<file path="config.mk">
export PLATFORM = sky130hd
export DESIGN_NAME = time_align_word_packer
export DESIGN_NICKNAME = d
export VERILOG_FILES = /design/src/rtl/time_align_word_packer.sv
export SDC_FILE = /design/constraint.sdc
export NUM_CORES = 1
export LEC_CHECK = 0
export CAP_MARGIN = 20
export CELL_PAD_IN_SITES_DETAIL_PLACEMENT = 0
export CELL_PAD_IN_SITES_GLOBAL_PLACEMENT = 1
export CORE_MARGIN = 2
export CORE_UTILIZATION = 25
export DETAILED_ROUTE_END_ITERATION = 12
export PLACE_DENSITY_LB_ADDON = 0.25
export SLEW_MARGIN = 20
export SYNTH_ARGS = -nofsm -noshare
export SYNTH_HDL_FRONTEND = slang
export SYNTH_SLANG_ARGS = --single-unit
</file>
<file path="constraint.sdc">
create_clock -name clk_i -period 6.8 [get_ports clk_i]
set_input_delay 1.02 -clock clk_i [delete_from_list [all_inputs] [get_ports clk_i]]
set_output_delay 1.02 -clock clk_i [all_outputs]
set_load 0.01 [all_outputs]
</file>
<file path="src/rtl/time_align_word_packer.sv">
// -----------------------------------------------------------------------------
// time_align_word_packer
//
// Packs WORDS consecutive 6-bit aligned words ({msb[2:0], lsb[2:0]}) into one
// wide packet and queues packets in a DEPTH-entry FIFO. The FIFO drains toward
// the capture/transport logic over a valid/ready handshake. flush_i closes a
// partial packet at the end of a burst.
//
// Optional feature macro: PACKER_PARITY_EN
//   When defined, adds dout_par_o. This is the XOR of the packet payload. It is
//   computed when the packet is pushed and stored in the FIFO with the packet.
//
// Ports:
//   clk_i         clock, rising edge
//   reset_i       asynchronous, active-high reset
//   din_i         aligned word from the alignment stage
//   din_valid_i   din_i valid this cycle
//   din_ready_o   packer accepts din_i this cycle
//   flush_i       close the current partial packet
//   dout_o        packet payload, word k at bits [6k+5:6k]
//   dout_cnt_o    number of valid words in dout_o
//   dout_valid_o  FIFO head valid
//   dout_ready_i  downstream pops the FIFO head
//   dout_par_o    payload parity (PACKER_PARITY_EN only)
// -----------------------------------------------------------------------------
module time_align_word_packer #(
    parameter int WORDS = 4,
    parameter int DEPTH = 2
) (
    input  logic                           clk_i,
    input  logic                           reset_i,
    input  logic [5:0]                     din_i,
    input  logic                           din_valid_i,
    output logic                           din_ready_o,
    input  logic                           flush_i,
    output logic [6*WORDS-1:0]             dout_o,
    output logic [$clog2(WORDS+1)-1:0]     dout_cnt_o,
    output logic                           dout_valid_o,
    input  logic                           dout_ready_i
`ifdef PACKER_PARITY_EN
    ,
    output logic                           dout_par_o
`endif
);

    localparam int CW   = $clog2(WORDS);
    localparam int CNTW = $clog2(WORDS + 1);
    localparam int AW   = $clog2(DEPTH);
    localparam int PW   = 6 * WORDS;
    localparam logic [CW-1:0] LAST_SLOT = CW'(WORDS - 1);

`ifdef PACKER_PARITY_EN
    function automatic logic calc_parity(input logic [PW-1:0] payload);
        return ^payload;
    endfunction
`endif

    logic [CW-1:0]   cnt_r;
    logic [PW-1:0]   pack_r;
    logic [AW:0]     wr_ptr_r;
    logic [AW:0]     rd_ptr_r;
    logic [PW-1:0]   mem_data_r [DEPTH];
    logic [CNTW-1:0] mem_cnt_r  [DEPTH];
`ifdef PACKER_PARITY_EN
    logic            mem_par_r  [DEPTH];
`endif

    logic            empty_s;
    logic            full_s;
    logic            is_last_s;
    logic            din_ready_s;
    logic            accept_s;
    logic            pop_s;
    logic            push_s;
    logic [PW-1:0]   merged_s;
    logic [PW-1:0]   push_data_s;
    logic [CNTW-1:0] push_cnt_s;
    logic [CW-1:0]   cnt_next_s;
    logic [PW-1:0]   pack_next_s;

    // FIFO status. The extra pointer MSB tells full apart from empty.
    always_comb begin
        empty_s = (wr_ptr_r == rd_ptr_r);
        full_s  = (wr_ptr_r[AW] != rd_ptr_r[AW]) &&
                  (wr_ptr_r[AW-1:0] == rd_ptr_r[AW-1:0]);
    end

    // Insert the incoming word into slot cnt of a copy of the pack register.
    always_comb begin
        merged_s = pack_r;
        for (int k = 0; k < WORDS; k++) begin
            if (CW'(k) == cnt_r) begin
                merged_s[6*k +: 6] = din_i;
            end else begin
                merged_s[6*k +: 6] = pack_r[6*k +: 6];
            end
        end
    end

    // Handshake and push decision. A full FIFO blocks only the transitions
    // that would push: the last word, or any flush. A pop in the same cycle
    // does not free a slot for the push.
    always_comb begin
        is_last_s   = (cnt_r == LAST_SLOT);
        din_ready_s = !(full_s && (is_last_s || flush_i));
        accept_s    = din_valid_i && din_ready_s;
        pop_s       = !empty_s && dout_ready_i;
        push_s      = 1'b0;
        push_data_s = {PW{1'b0}};
        push_cnt_s  = {CNTW{1'b0}};
        cnt_next_s  = cnt_r;
        pack_next_s = pack_r;
        if (accept_s) begin
            if (is_last_s || flush_i) begin
                // The word is included first, then the packet closes.
                push_s      = 1'b1;
                push_data_s = merged_s;
                push_cnt_s  = CNTW'(cnt_r) + CNTW'(1);
                cnt_next_s  = {CW{1'b0}};
                pack_next_s = {PW{1'b0}};
            end else begin
                cnt_next_s  = cnt_r + CW'(1);
                pack_next_s = merged_s;
            end
        end else if (flush_i && (cnt_r != {CW{1'b0}}) && !full_s) begin
            push_s      = 1'b1;
            push_data_s = pack_r;
            push_cnt_s  = CNTW'(cnt_r);
            cnt_next_s  = {CW{1'b0}};
            pack_next_s = {PW{1'b0}};
        end else begin
            cnt_next_s  = cnt_r;
            pack_next_s = pack_r;
        end
    end

    // Word counter, pack register and FIFO pointers.
    always_ff @(posedge clk_i or posedge reset_i) begin
        if (reset_i) begin
            cnt_r    <= {CW{1'b0}};
            pack_r   <= {PW{1'b0}};
            wr_ptr_r <= {(AW+1){1'b0}};
            rd_ptr_r <= {(AW+1){1'b0}};
        end else begin
            cnt_r  <= cnt_next_s;
            pack_r <= pack_next_s;
            if (push_s) begin
                wr_ptr_r <= wr_ptr_r + (AW+1)'(1);
            end
            if (pop_s) begin
                rd_ptr_r <= rd_ptr_r + (AW+1)'(1);
            end
        end
    end

    // FIFO storage. It is cleared on reset so that the head reads zero while the FIFO is empty after reset.
    always_ff @(posedge clk_i or posedge reset_i) begin
        if (reset_i) begin
            for (int i = 0; i < DEPTH; i++) begin
                mem_data_r[i] <= {PW{1'b0}};
                mem_cnt_r[i]  <= {CNTW{1'b0}};
`ifdef PACKER_PARITY_EN
                mem_par_r[i]  <= 1'b0;
`endif
            end
        end else if (push_s) begin
            mem_data_r[wr_ptr_r[AW-1:0]] <= push_data_s;
            mem_cnt_r[wr_ptr_r[AW-1:0]]  <= push_cnt_s;
`ifdef PACKER_PARITY_EN
            mem_par_r[wr_ptr_r[AW-1:0]]  <= calc_parity(push_data_s);
`endif
        end
    end

    assign din_ready_o  = din_ready_s;
    assign dout_valid_o = !empty_s;
    assign dout_o       = mem_data_r[rd_ptr_r[AW-1:0]];
    assign dout_cnt_o   = mem_cnt_r[rd_ptr_r[AW-1:0]];
`ifdef PACKER_PARITY_EN
    assign dout_par_o   = mem_par_r[rd_ptr_r[AW-1:0]];
`endif

endmodule
</file>
==> results.txt <==
The run gives 0 as the final hold violation count. For this run, the post-layout net count is 421. The total inserted antenna cells was 0; the initial DRC count was 163. Synthesis produced a netlist whose cell count is 385. The tightest hold path in the finished design has a slack of 485 ps. The power density normalized to cell area was 503 nW/um2. Endpoint kind of the worst setup timing path: an output port. The cell area that synthesis handed to floorplanning was 4200 um2.

STA classifies the critical path startpoint as a primary input. Measured against its own limit, the worst slew margin works out to 37.0%. The logs give 0 for the post-detailed-route DRC marker count and 11.6 mm for the final wirelength.

For the number of global-route vias before repair, the log shows 3,136. At the worst endpoint, the required time is 5780 ps. For the global-route wire length before repair, the log shows 18.7 mm. The flow ran to the end, and the final reports show no timing, DRC or antenna violations. The critical path's most frequent cell was sky130_fd_sc_hd__clkdlybuf4s50_1. The run gives 13.7% as the overall routing resource usage.

The initial utilization of the core area, before any placement, comes to 25.4%. For this run, the number of Yosys warnings is 0. The run gives 0 as the remaining global-route overflow.

From synthesis to final layout, the design area changed by 20.3%. Mean cell area of the mapped netlist: 10.9 um2. On the worst path, the slowest cell contributes a delay of 720 ps. For this block, the via count after detailed routing is 3,094. Critical path class: primary input to output port. The netlist uses 39 different library cells. The most common cell after layout, fill and taps aside was sky130_fd_sc_hd__dfrtp_1. The run gives 0 as the remaining number of nets flagged by the antenna check after routing. The min-delay analysis places its worst path in the category flop to flop. For the max-cap check violation count, the log shows 0. The logs give 4 for the first-pass iteration count of the detailed router and 2.24 nW for the static leakage.

The tools report the clock tree root driver cell as sky130_fd_sc_hd__clkbuf_16. Clock-pin slew was measured on the worst setup and hold paths at 60 ps. Setup repair after global routing left no endpoint under its margin.

Clock latency on the worst-skew pair, taken at its later pin, is 350 ps. The worst path uses 56.5% of the clock period. The number of buffers and inverters on the critical path is 2. The slowest stage of the critical path belongs to the cell sky130_fd_sc_hd__clkdlybuf4s50_1.

The die covers 17,900 um2. At the worst endpoint, the arrival time is 2820 ps. The smallest clock period supported by the final layout is computed as 3840 ps.

The maximum fanout along the worst path works out to 12. TritonCTS built the clock tree. Die extent in y: 134 um. Entering global routing, the biggest net connects 50 pins. The fraction of synthesis flops using an asynchronous set or reset pin is 100%. The number of antenna violations at the first check in global routing was 0. In this run the standard cell core region covers 16,500 um2. The run gives 40 as the count of boundary I/O pins. The logs give 9 for the total CTS buffers and 0.729 for the weighted congestion at the end of routability-driven global placement. Setup violations remaining at the end of the flow were counted as 0. The wire-length estimate of the detail-placed layout is 7.50 mm. The number of buffers inserted by hold repair at cts is 0, and the highest clock frequency the design can meet is 260 MHz. The net count after synthesis came out at 401. After detailed routing, the average wire length per cell comes to 18.5 um.

In the synthesized netlist the dominant register cell turns out to be sky130_fd_sc_hd__dfrtp_1. Post-CTS timing repair inserted 0 buffers for setup. Yosys mapped a number of flops with a built-in enable equal to 0. The floorplan step set the die width to 134 um. For the aggregate negative setup slack, the log shows 0 ps. The initialized floorplan defines 47 standard-cell rows. In the routed layout, each cell is associated on average with a via count of 4.91.

The sequential share of the synthesized area was 50.0%. Buffers placed on the I/O ports in this run total 39. For the final database, setup skew stands at 4.33 ps. On the critical path the largest part of the delay comes from buffers and inverters. Of the cells placed in the final design, the portion with a size suffix greater than 1 is 14.1%.

The logs give 0 for the count of final max-slew check failures and 84 for the total clock sinks. The maximum level of the CTS H-tree is 3. No sink is reached through more buffers than the 2 on the longest clock path.

The number of gates resized after CTS was 0. The maximum vdd drop is 0.000202 V. In the layout the commonest cells are 84 x sky130_fd_sc_hd__dfrtp_1, 55 x sky130_fd_sc_hd__nand2_1, 45 x sky130_fd_sc_hd__a22o_1. The worst-margin pin slew is 943 ps.

After synthesis the netlist holds a flip-flop and latch count of 84. Walking the worst path, the cells encountered are clkdlybuf4s50_1 > nor2_1 > or3_4 > clkdlybuf4s50_1.
[worst register-to-register path, delay by kind of cell (launching register included)]
kind / cells / cell delay, ps
AO/OA/AOI/OAI: 2 / 960
buffers and inverters: 2 / 610
flip-flops: 1 / 930
AND/OR/NAND/NOR: 1 / 460
[power breakdown]
group / internal (W) / switching [W]
Sequential: 0.000701 / 0.000153
Clock: 0.000294 / 0.000208
Combinational: 0.000574 / 0.000615
Total: 0.00157 / 0.000975
[cells by family (layout without fill, tap and decap cells)]
logic type,Yosys count,in the layout,share of synthesized area (%)
and+or+nand+nor,79,79,8.31
xor gates and xnor gates,7,7,1.82
AOI/OAI and AO/OA,129,129,23.8
DFF,84,84,50.0
adders and majority gates,5,5,1.49
buffers and inverters,42,67,4.50
muxes,39,39,10.1
[registers in the layout, summed over array words and instances, names as in the netlist]
signal / cells
wr_ptr_r: 2
pack_r: 24
mem_cnt_r: 6
cnt_r: 2
mem_data_r: 48
rd_ptr_r: 2
[synthesized netlist by cell type (all sizes together), types with 6 or more instances]
library cell  number  area share (%)
and2               6            0.89
o22ai             20             3.0
mux2              27             7.2
mux2i             12             2.9
a2bb2oi           12             2.5
nand2             55             4.9
clkbuf            11             1.1
dfrtp             84              50
a21o              13             2.3
a22o              45             9.4
and3               6            0.89
inv                8            0.71
buf               23             2.7
o21ai             23             2.7
[layout make-up]
type	instances	area, um2
Clock buffer	10	239
Clock inverter	6	63.8
Fill cell	1675	11500
Inverter	8	31.3
Multi-Input combinational cell	259	1920
Sequential cell	84	2100
Tap cell	220	275
Timing Repair Buffer	43	420
[worst paths after layout]
kind / start / slack [ps] / end / depth (start not counted)
max reg2reg: rd_ptr_r[0] / 3770 / mem_data_r[44] / 5
max in group asynchronous: reset_i / 4660 / mem_cnt_r[3] / 3
min reg2reg: mem_cnt_r[2] / 480 / mem_cnt_r[2] / 2
max: flush_i / 2960 / din_ready_o / 4
min: mem_cnt_r[2] / 480 / mem_cnt_r[2] / 2
min in group asynchronous: reset_i / 1080 / mem_data_r[3] / 2
[stage by stage]
stage | setup WS [ps] | util (%) | cells | power, W | instance area (um2)
2_1_floorplan | 3610 | - | 385 | 0.00162 | 4200
3_3_place_gp | 3050 | 28.7 | 614 | 0.00205 | 4750
3_5_place_dp | 3020 | 28.7 | 614 | 0.00207 | 4750
4_1_cts | 2900 | 30.6 | 630 | 0.00258 | 5050
5_1_grt | 2850 | 30.6 | 630 | 0.00272 | 5060
6_report | 2960 | 30.6 | 630 | 0.00254 | 5060
[routing by layer]
| layer | part of all wire [%] | vias up | GRT usage (%) |
|---|---|---|---|
| met5 | 0 | - | 0 |
| met4 | 0.96 | 0 | 3.19 |
| met3 | 4.7 | 8 | 3.88 |
| met2 | 46 | 67 | 21.6 |
| met1 | 49 | 1568 | 18.7 |
| li1 | - | 1451 | - |
Power figures use the tool's default switching activity.
